[src/rtl/lcd_sequencer.sv]
// rtl/lcd_sequencer.sv - HD44780 init and two-line refresh sequencer for the DE2 16x2 LCD (optional LCD_SEQ_AUTOREFRESH_EN)
module lcd_sequencer #(
  parameter int PWR_CYCLES = 750000,
  parameter int GAP_CYCLES = 100000
) (
  input  logic       iCLK,
  input  logic       iRST_N,
  input  logic       iWR_EN,
  input  logic [4:0] iWR_ADDR,
  input  logic [7:0] iWR_DATA,
  input  logic       iUpdate,
  output logic       oBusy,
  output logic [7:0] oLCD_DATA,
  output logic       oLCD_RS,
  output logic       oLCD_Start,
  input  logic       iLCD_Done
);

  localparam logic [2:0] S_PWR   = 3'd0;
  localparam logic [2:0] S_ISSUE = 3'd1;
  localparam logic [2:0] S_WAIT  = 3'd2;
  localparam logic [2:0] S_GAP   = 3'd3;
  localparam logic [2:0] S_IDLE  = 3'd4;

  localparam logic [19:0] PWR_END = 20'(PWR_CYCLES);
  localparam logic [19:0] GAP_END = 20'(GAP_CYCLES - 1);
  localparam logic [5:0]  INIT_LAST = 6'd3;
  localparam logic [5:0]  REFR_LAST = 6'd33;

  logic [2:0]  state_q, state_d;
  logic [19:0] cnt_q, cnt_d;
  logic [5:0]  step_q, step_d;
  logic        refr_q, refr_d;   // 0 = init list, 1 = refresh list
  logic        pend_q, pend_d;
  logic        done_prev_q;
  logic [7:0]  data_q;
  logic        rs_q;
  logic [7:0]  buf_q [32];

  logic [7:0]  cur_data;
  logic        cur_rs;
  logic [4:0]  rd_idx;
  logic [5:0]  last_step;
  logic        ar_wrap;

`ifdef LCD_SEQ_AUTOREFRESH_EN
  localparam logic [19:0] AR_END = 20'(GAP_CYCLES * 8 - 1);
  logic [19:0] ar_cnt_q;

  // Free-running period counter that requests a refresh on every wrap
  always_ff @(posedge iCLK or negedge iRST_N) begin
    if (!iRST_N) ar_cnt_q <= '0;
    else if (ar_cnt_q == AR_END) ar_cnt_q <= '0;
    else ar_cnt_q <= ar_cnt_q + 20'd1;
  end

  assign ar_wrap = (ar_cnt_q == AR_END);
`else
  assign ar_wrap = 1'b0;
`endif

  // Decode the byte and RS flag for the current list step; buffer read happens in the issue cycle
  always_comb begin
    cur_data = 8'h00;
    cur_rs   = 1'b0;
    rd_idx   = 5'd0;
    if (!refr_q) begin
      case (step_q[1:0])
        2'd0:    cur_data = 8'h38;
        2'd1:    cur_data = 8'h0C;
        2'd2:    cur_data = 8'h01;
        default: cur_data = 8'h06;
      endcase
    end else if (step_q == 6'd0) begin
      cur_data = 8'h80;
    end else if (step_q == 6'd17) begin
      cur_data = 8'hC0;
    end else begin
      cur_rs = 1'b1;
      if (step_q < 6'd17) rd_idx = 5'(step_q - 6'd1);
      else                rd_idx = 5'(step_q - 6'd2);
      cur_data = buf_q[rd_idx];
    end
  end

  assign last_step = refr_q ? REFR_LAST : INIT_LAST;

  // Next-state logic: power-up wait, issue/wait/gap per step, idle with pending refresh
  always_comb begin
    state_d = state_q;
    cnt_d   = cnt_q;
    step_d  = step_q;
    refr_d  = refr_q;
    pend_d  = pend_q;
    if ((iUpdate && state_q != S_IDLE) || ar_wrap) pend_d = 1'b1;
    case (state_q)
      S_PWR: begin
        if (cnt_q == PWR_END) begin
          state_d = S_ISSUE;
          cnt_d   = '0;
          step_d  = '0;
          refr_d  = 1'b0;
        end else begin
          cnt_d = cnt_q + 20'd1;
        end
      end
      S_ISSUE: state_d = S_WAIT;
      S_WAIT: begin
        // Only a fresh rising edge counts; a stale high done from the previous write is ignored
        if (iLCD_Done && !done_prev_q) begin
          state_d = S_GAP;
          cnt_d   = '0;
        end
      end
      S_GAP: begin
        if (cnt_q == GAP_END) begin
          cnt_d = '0;
          if (step_q != last_step) begin
            step_d  = step_q + 6'd1;
            state_d = S_ISSUE;
          end else if (pend_d) begin
            pend_d  = 1'b0;
            step_d  = '0;
            refr_d  = 1'b1;
            state_d = S_ISSUE;
          end else begin
            state_d = S_IDLE;
          end
        end else begin
          cnt_d = cnt_q + 20'd1;
        end
      end
      S_IDLE: begin
        if (iUpdate || pend_d) begin
          pend_d  = 1'b0;
          step_d  = '0;
          refr_d  = 1'b1;
          state_d = S_ISSUE;
        end
      end
      default: state_d = S_PWR;
    endcase
  end

  // Sequencer state registers plus done edge history and held output byte
  always_ff @(posedge iCLK or negedge iRST_N) begin
    if (!iRST_N) begin
      state_q     <= S_PWR;
      cnt_q       <= '0;
      step_q      <= '0;
      refr_q      <= 1'b0;
      pend_q      <= 1'b0;
      done_prev_q <= 1'b0;
      data_q      <= 8'h00;
      rs_q        <= 1'b0;
    end else begin
      state_q     <= state_d;
      cnt_q       <= cnt_d;
      step_q      <= step_d;
      refr_q      <= refr_d;
      pend_q      <= pend_d;
      done_prev_q <= iLCD_Done;
      if (state_q == S_ISSUE) begin
        data_q <= cur_data;
        rs_q   <= cur_rs;
      end
    end
  end

  // Character buffer: spaces after reset, one host write per cycle in any state
  always_ff @(posedge iCLK or negedge iRST_N) begin
    if (!iRST_N) begin
      for (int i = 0; i < 32; i++) buf_q[i] <= 8'h20;
    end else if (iWR_EN) begin
      buf_q[iWR_ADDR] <= iWR_DATA;
    end
  end

  assign oLCD_Start = (state_q == S_ISSUE);
  assign oLCD_DATA  = oLCD_Start ? cur_data : data_q;
  assign oLCD_RS    = oLCD_Start ? cur_rs : rs_q;
  assign oBusy      = (state_q != S_IDLE);

endmodule

[config.mk]
export PLATFORM = sky130hd
export DESIGN_NAME = lcd_sequencer
export DESIGN_NICKNAME = d
export VERILOG_FILES = /design/src/rtl/lcd_sequencer.sv
export SDC_FILE = /design/constraint.sdc
export NUM_CORES = 1
export LEC_CHECK = 0
export CAP_MARGIN = 20
export CORE_UTILIZATION = 63
export DETAILED_ROUTE_END_ITERATION = 6
export PLACE_DENSITY = 0.8
export SYNTH_ARGS = -nofsm -noshare
export SYNTH_HDL_FRONTEND = slang
export SYNTH_SLANG_ARGS = --single-unit
[constraint.sdc]
create_clock -name iCLK -period 5 [get_ports iCLK]
set_input_delay 1 -clock iCLK [delete_from_list [all_inputs] [get_ports iCLK]]
set_output_delay 1 -clock iCLK [all_outputs]
set_load 0.05 [all_outputs]
==> Word level (Yosys, flattened, before mapping) <==
Index checks and enable logic that the tools add are counted.
{ "totals": {"output_inout_bits": 11, "in_bits": 18, "word_cells": 130, "ff_bits": 297} }
{ "op_classes": {"magnitude_cmp": 4, "reduce_logical": 14, "muxes": 48, "add_sub_neg": 4, "n_eq_ne": 18, "n_bitwise": 2} }
{ "ops": {"columns": ["operator", "count"], "rows": [
  ["256-bit bitwise mux", 1],
  ["20-bit 2-to-1 mux", 3],
  ["20-bit case mux with 3 select lines", 1],
  ["8-bit 2-to-1 mux", 7],
  ["8-bit binary-select mux with 5-bit select", 1],
  ["8-bit demux with 5-bit select", 1],
  ["6-bit 2-to-1 mux", 6],
  ["6-bit case mux with 3 select lines", 2],
  ["20-bit by 1-bit adder with 20-bit output, second input constant", 1],
  ["20-bit by 17-bit equality test with 1-bit output, second input constant", 1],
  ["20-bit equality test, second input constant", 1],
  ["5-bit 2-to-1 mux", 4],
  ["3-bit 2-to-1 mux", 6],
  ["3-bit case mux with 5 select lines", 1],
  ["1-bit 2-to-1 mux", 13],
  ["6-bit greater-or-equal comparator, second input constant", 2],
  ["2-bit != test, second input constant", 6],
  ["5-bit inverter with 6-bit output", 2],
  ["6-bit by 1-bit adder with 6-bit output, second input constant", 1],
  ["3-bit by 2-bit equality test with 1-bit output, second input constant", 2],
  ["6-bit by 5-bit equality test with 1-bit output, second input constant", 1],
  ["6-bit zero test", 1],
  ["6-bit by 1-bit < comparator with 1-bit output, second input constant", 1],
  ["6-bit by 5-bit < comparator with 1-bit output, second input constant", 1],
  ["other kinds (20)", 24]
]} }

==> Longest topological paths before layout <==
Gate-level depths: netlist of the first run.
{ "logic_depth": {"depth_word": 13, "ltp_mapped": 13, "depth_no_buf": 9} }

==> Least setup slack after synthesis of the first run <==
OpenSTA, ideal clock, no wires.
{ "synth_timing": {"path_kind": "reg-to-output", "startpoint": "register step_q[1]", "endpoint": "output oLCD_DATA[3]", "path_stages_with_launch": 13, "required_time_ps": 4000, "n_path_buf": 4, "t_arrival_ps": 3760, "setup_slack_ps": 240, "path_cell_list": "dfrtp_1 > inv_1 > ha_1 > nor3b_1 > or4b_1 > buf_2 > and3_4 > buf_6 > buf_2 > buf_2 > a41oi_1 > a41oi_1 > o31ai_1"} }
{ "synth_between": {"elab_chain_len": 13, "word_cells_on_any_way": 21, "cone_classes": "2 x add/sub; 1 x order compare; 3 x eq/ne; 12 x mux; 1 x bitwise; 2 x reduce/logical"} }
{ "synth_rtl": {"columns": ["item", "line_no", "text"], "rows": [
  ["start, declared", "32", "logic [5:0] step_q, step_d;"],
  ["start signal, assigned", "159", "step_q <= step_d;"],
  ["5-bit by 2-bit subtractor with 5-bit output (tied with other cells)", "81", "else rd_idx = 5'(step_q - 6'd2);"],
  ["5-bit 2-to-1 mux", "80", "if (step_q < 6'd17) rd_idx = 5'(step_q - 6'd1);"],
  ["5-bit 2-to-1 mux", "76", "end else if (step_q == 6'd17) begin"],
  ["5-bit 2-to-1 mux", "74", "end else if (step_q == 6'd0) begin"],
  ["5-bit 2-to-1 mux", "67", "if (!refr_q) begin"],
  ["5-bit inverter with 6-bit output (not written as such)", "82", "cur_data = buf_q[rd_idx];"],
  ["8-bit binary-select mux with 5-bit select", "82", null],
  ["8-bit 2-to-1 mux (not written as such) (2 in series)", "82", null],
  ["8-bit 2-to-1 mux", "76", null],
  ["8-bit 2-to-1 mux", "74", null],
  ["8-bit 2-to-1 mux (*)", "67", null],
  ["8-bit 2-to-1 mux (*)", null, null],
  ["end, declared", "13", "output logic [7:0] oLCD_DATA,"]
]} }
Every way passes the cells marked *; elsewhere a longest branch is shown, timed or not. The select of a mux whose other input is x is not followed.

==> Worst setup path after layout of the first run <==
{ "layout_timing": {"startpoint": "register step_q[1]", "endpoint": "output oLCD_DATA[5]"} }
The elaborated chain is that of the path after synthesis.

==> results.ini, run 1 <==
[placed_design]
gp_congestion = 0.931
place_area_um2 = 16200
dp_hpwl_um = 26300
io_buffers = 28
dp.cells = 1698

[timing]
period_needed_ns = 4.96
fin_crit_sh_pct = 99.2
relSlewSlack_pct = 24.4
worstMarginPinSlew_ns = 1.13
skew_ns = 0.0212
finalSetupViolCount = 0
fmax_ghz = 0.202
slew_violations = 0
hold_viol = 0
finalSetupTns_ns = 0
holdWs_ns = 0.500

[floorplanning]
dieArea_um2 = 25300
die_h_um = 159
die_w_um = 159
ios = 29
coreArea_um2 = 24200
start_util_pct = 64.0
rows = 57

[global_route]
grt_pass1_vias = 12000
gr-usage-all-layers_pct = 33.5
grt_first_pass_wirelength_um = 66900
grt-ovfl-total = 0
antenna_found_initial = 0
grt_start_max_net_pins = 128

[finish]
final_cell_mix = dfrtp_1, mux2_2, nand2_1
drive_gt1_share_pct = 30.9
syn2layout_area_growth_pct = 13.1
final_util_pct = 72.4
multi_input_area_um2 = 7560
fin_area_um2 = 17600
n_antenna_cell = 0
final_cells = 1772
ff_latch_area_um2 = 7480
final_common_cell = dfrtp_1
fillers = 1642
fin_nets = 1451

[worst_setup_path]
r2r_cells = 14
crit_fanout = 18
path_class = flip-flop to primary output
cp-start-kind = flip-flop
crit_path_end_kind = primary output
required_ns = 4.00
cp.arrival_ns = 3.96

[routing]
drtIter0Drc = 1076
drtAntennaViolNets = 0
dr.pass1.iters = 5
wl_per_cell_um = 23.8
wl_um = 42100
route.detailed.drc = 0
via_count = 11800
via_per_inst = 6.68

[clock_network]
cts_tree = built
cts-htree-levels = 1
root_buffer = clkbuf_16
cts_buffers = 31
worstSkewPairLatency_ns = 0.59
path_clk_slew_ns = 0.06
clock-sinks = 297
cts_buffer_depth = 3

[synth]
synth-edff-count = 0
synthArstFlopShare_pct = 100
ys_ff_latch = 297
synth.distinct_cells = 81
synthFlopType = dfrtp_1
syn_nets = 1448
ys_seq_area_share_pct = 48.2
postSynthCellCount = 1421
syn-mean-instance-area_um2 = 10.9
yosysWarnings = 0
syn_area_um2 = 15500

[run_status]
status = completed

[power_and_ir_drop]
seqPwrFrac_pct = 31.9
switchingPower_mw = 3.97
p_int_mw = 6.17
pwr-share-comb_pct = 44.3
power_density_nw_per_um2 = 578
leakage_nw = 7.53
power_frac_clock_pct = 23.8
switching_share_pct = 39.2
peakVddDrop_mv = 0.444

[hold_path]
holdPathStages = 1
hp-class = flip-flop to flip-flop

[flow_run]
cap_violations = 0

-- what timing repair did --
| item | 4_1_cts | 5_1_grt |
|---|---|---|
| cloned | 1 | 1 |
| setup buffers | 4 | 10 |
| hold buffers | 0 | 0 |
| resized for setup | 17 | 19 |
| pin swaps | 4 | 4 |
| endpoints found under the setup margin | 8 | 8 |
-- per-stage QoR --
step | total power, mW | setup WS [ns]
2_1_floorplan | 5.89 | 0.240
3_3_place_gp | 7.14 | 0.408
3_5_place_dp | 7.23 | 0.326
4_1_cts | 9.74 | 0.00116
5_1_grt | 10.5 | -0.0104
6_report | 10.1 | 0.0411
-- critical path, stage by stage, from the launching register on --
cell	delay (ns)
dfrtp_2	0.42
inv_2	0.10
ha_4	0.20
nor3b_2	0.17
or4b_1	0.52
buf_4	0.24
nand3_2	0.18
buf_12	0.19
mux2i_1	0.24
mux2i_1	0.14
o221a_1	0.33
a221o_1	0.43
buf_12	0.19
-- Yosys cell counts (6+ instances only) --
cell,count,area [um^2]
mux2i_1,27,270
a211oi_1,47,353
nor4_1,7,43.8
dfrtp_1,265,6630
a2111oi_0,13,114
ha_1,9,113
nor2_1,67,251
inv_1,26,97.6
nand4_1,12,75.1
xor2_1,8,70.1
dfstp_2,32,841
nand2b_1,44,275
buf_2,29,145
a22oi_1,23,173
o21ai_0,35,175
nand2_1,153,574
clkbuf_1,77,289
nor3b_1,9,67.6
nor3_1,31,155
mux2_2,251,2830
and3_1,23,144
a311oi_1,13,114
xnor2_1,12,105
o21ai_1,9,45.0
a41oi_1,6,52.6
a21oi_1,14,70.1
a311o_1,7,70.1
a31oi_1,29,181
nand3_1,34,170
-- worst paths after layout --
kind,start,end,slack [ns]
max in group asynchronous,iRST_N,buf_q[232]$_DFFE_PN0P_,3.38
worst min-delay path,buf_q[216]$_DFFE_PN0P_,buf_q[216]$_DFFE_PN0P_,0.50
min in group asynchronous,iRST_N,buf_q[127]$_DFFE_PN0P_,0.53
worst max-delay path,step_q[1]$_DFFE_PN0P_,oLCD_DATA[5],0.04
worst min register to register,buf_q[216]$_DFFE_PN0P_,buf_q[216]$_DFFE_PN0P_,0.50
worst max register to register,step_q[1]$_DFFE_PN0P_,data_q[7]$_DFF_PN0_,1.63
-- area by class of cell --
cell class	instances	area share (%)
clock buffers	46	5.08
well taps	324	2.31
multi-input cells	983	43.1
repair buffers	84	5.35
flip-flops and latches	297	42.6
inverters	27	0.577
clock inverters	11	0.984
-- per-layer routing --
layer	GRT usage [%]	share of wire, %	vias up	routed length (um)
li1	-	-	5171	-
met1	45.2	40	5929	17000
met2	53.9	47	589	19800
met3	5.57	8.1	143	3430
met4	15.0	4.6	0	1940
met5	0	0	-	0
-- kinds of logic after synthesis --
group | synth area share (%)
multiplexers | 20.5
flip-flops | 48.2
buffers and inverters | 3.91
AO/OA/AOI/OAI | 12.2
AND/OR/NAND/NOR | 13.4
adder cells (fa/ha/maj) | 0.726
XOR/XNOR | 1.13
-- power groups by stage --
stage                     combinational, mW  clock, mW  sequential [mW]
after global placement                 3.91          0             3.23
after global routing                   4.73       2.52             3.28
after detailed placement               3.98          0             3.25
after floorplan                        2.76          0             3.13
final                                  4.49       2.42             3.23
after CTS                              4.10       2.42             3.22
-- flip-flops by register name (all words and copies together) (netlist names), 3 cells and up --
name	cells
buf_q	256
cnt_q	20
data_q	8
step_q	6
state_q	3
Note: power is estimated with default switching activity, not from simulation.
==> run 2: changes to the inputs <==
--- a/config.mk
+++ b/config.mk
@@ -8,6 +8,7 @@
 export CAP_MARGIN = 20
 export CORE_UTILIZATION = 63
 export DETAILED_ROUTE_END_ITERATION = 6
+export GPL_TIMING_DRIVEN = 0
 export PLACE_DENSITY = 0.8
 export SYNTH_ARGS = -nofsm -noshare
 export SYNTH_HDL_FRONTEND = slang
==> run 2 against run 1 <==
Net effect: the flow now finishes with violations (setup timing); power grew 3.7%; worst hold slack worse by 0.063 ns; die area did not move; cell count increased by 4.1%; non-clock buffer count increased by 67; clock skew up 0.0012 ns; highest routed layer unchanged.
==> results.ini, run 2 (synthesized netlist as in run 1, its figures left out) <==
[run_status]
status = complete, but fails checks  ; was completed
violations = setup timing

[placed_design]
io_buffers = 24  ; was 28
place_area_um2 = 16200  ; about the same
gp_congestion = 0.987  ; was 0.931
dp.cells = 1772  ; was 1698
dp_hpwl_um = 32700  ; was 26300 um

[clock_network]
cts_buffers = 35  ; was 31
root_buffer = clkbuf_16  ; unchanged
path_clk_slew_ns = 0.06  ; about the same
cts_tree = built  ; unchanged
cts_buffer_depth = 3  ; unchanged
cts-htree-levels = 2  ; was 1
cts_hold_buf = 0  ; unchanged
clock-sinks = 297  ; unchanged
worstSkewPairLatency_ns = 0.53  ; was 0.59 ns

[finish]
top_register = buf_q  ; unchanged
final_common_cell = dfrtp_1  ; unchanged
fin_nets = 1522  ; was 1451
fin_area_um2 = 17700  ; was 17600 um^2
final_util_pct = 73.1  ; was 72.4%
largest_reg_flops = 256  ; unchanged
n_antenna_cell = 0  ; unchanged
final_cell_mix = dfrtp_1, mux2_2, nand2_1  ; unchanged
syn2layout_area_growth_pct = 14.2  ; was 13.1%
drive_gt1_share_pct = 30.3  ; was 30.9%
final_cells = 1844  ; was 1772
reg_top3 = buf_q x256, cnt_q x20, data_q x8  ; unchanged
fillers = 1669  ; was 1642

[timing]
finalSetupViolCount = 1  ; was 0
relSlewSlack_pct = 21.7  ; was 24.4%
skew_ns = 0.0224  ; was 0.0212 ns
period_needed_ns = 5.02  ; was 4.96 ns
hold_viol = 0  ; unchanged
fin_crit_sh_pct = 100  ; was 99.2%
worstMarginPinSlew_ns = 1.17  ; was 1.13 ns
holdWs_ns = 0.437  ; was 0.500 ns
setup_ws_ns = -0.0163  ; was 0.0411 ns
fmax_ghz = 0.199  ; was 0.202 GHz
slew_violations = 0  ; unchanged

[global_route]
antenna_found_initial = 0  ; unchanged
gr-usage-all-layers_pct = 38.6  ; was 33.5%
grt_start_max_net_pins = 91  ; was 128
grt-ovfl-total = 0  ; unchanged
grt_first_pass_wirelength_um = 73900  ; was 66900 um
grt_pass1_vias = 12700  ; was 12000

[floorplanning]
ios = 29  ; unchanged
coreArea_um2 = 24200  ; unchanged
dieArea_um2 = 25300  ; unchanged
rows = 57  ; unchanged
die_h_um = 159  ; unchanged
start_util_pct = 64.0  ; unchanged
die_w_um = 159  ; unchanged

[worst_setup_path]
cp.arrival_ns = 4.02  ; was 3.96 ns
required_ns = 4.00  ; about the same
crit_fanout = 10  ; was 18
crit_path_end_kind = primary output  ; unchanged
path_class = flip-flop to primary output  ; unchanged
r2r_slack_ns = 1.61  ; was 1.63 ns
cp-start-kind = flip-flop  ; unchanged

[power_and_ir_drop]
peakVddDrop_mv = 0.457  ; was 0.444 mV
fin_total_pwr_mw = 10.5  ; was 10.1 mW
power_density_nw_per_um2 = 594  ; was 578 nW/um^2
leakage_nw = 7.60  ; was 7.53 nW

[routing]
route.detailed.drc = 0  ; unchanged
via_count = 12700  ; was 11800
drtAntennaViolNets = 0  ; unchanged
drtIter0Drc = 1627  ; was 1076
wl_per_cell_um = 26.5  ; was 23.8 um
via_per_inst = 6.89  ; was 6.68
wl_um = 48800  ; was 42100 um
dr.pass1.iters = 6  ; was 5

[flow_run]
cap_violations = 0  ; unchanged

[hold_path]
hp-class = input pin to asynchronous set/reset pin  ; was flip-flop to flip-flop

==> run 2: cell count changes in the layout (fill, tap and decap cells not counted), sizes merged <==
| cell | previous run | this run |
|---|---|---|
| clkinv | 5 | 0 |
| clkdlybuf4s50 | 19 | 15 |
| clkbuf | 49 | 137 |
| bufinv | 4 | 2 |
| inv | 28 | 29 |
| buf | 62 | 56 |
==> run 2: layout make-up <==
type,instances,area (um^2),share of cell area (%)
clock buffers,57,1020,5.75
multi-input cells,983,7640,43.2
repair buffers,37,393,2.22
flip-flops and latches,297,7470,42.2
well taps,324,405,2.29
clock inverters,5,97.6,0.551
inverters,27,108,0.607
plain buffers,114,576,3.25
==> run 2: timing repair <==
action	in CTS	in global routing
buffers inserted	4	3
resized for setup	98	41
setup endpoints to repair	8	8
pin swaps	4	10
hold endpoints to repair	0	0
==> run 2: power by group <==
part	leakage (nW)	switching (mW)	total (mW)	internal [mW]
Clock	0.540	1.02	2.53	1.50
Sequential	3.73	0.293	3.21	2.91
Combinational	3.33	3.12	4.78	1.67
==> run 2: worst paths after layout <==
kind,start,end,cells after the start
max in group asynchronous,iRST_N,buf_q[133]$_DFFE_PN1P_,2
min in group iCLK,rs_q$_DFF_PN0_,rs_q$_DFF_PN0_,2
hold reg to reg,rs_q$_DFF_PN0_,rs_q$_DFF_PN0_,2
setup reg to reg,step_q[1]$_DFFE_PN0P_,data_q[6]$_DFF_PN0_,12
setup / recovery,step_q[1]$_DFFE_PN0P_,oLCD_DATA[2],13
hold / removal,iRST_N,buf_q[55]$_DFFE_PN0P_,1
==> run 2: worst max-delay path, stage by stage, from the launching register on <==
cell and delay [ns]:
dfrtp_2 0.46, clkinvlp_4 0.17, ha_4 0.21, nor3b_2 0.18, or4b_1 0.47, buf_4 0.20, and3_4 0.20, buf_6 0.15
buf_4 0.23, a311o_1 0.38, o311ai_2 0.17, a31oi_1 0.20, o21ai_2 0.23, buf_4 0.24
==> run 2: metrics by stage <==
step	TNS, ns	setup WS (ns)
2_1_floorplan	0	0.240
3_3_place_gp	-2718.86	-9.58
3_5_place_dp	-5.23	-1.07
4_1_cts	0	0.000434
5_1_grt	-0.0961	-0.0443
6_report	-0.0163	-0.0163
==> run 2: routing by layer <==
metal / share of wire, % / global-route usage, % / wire length [um]
met3: 11 / 8.78 / 5200
met4: 6.4 / 24.1 / 3120
met1: 37 / 49.6 / 18300
met2: 46 / 59.8 / 22200
met5: 0 / 0 / 0
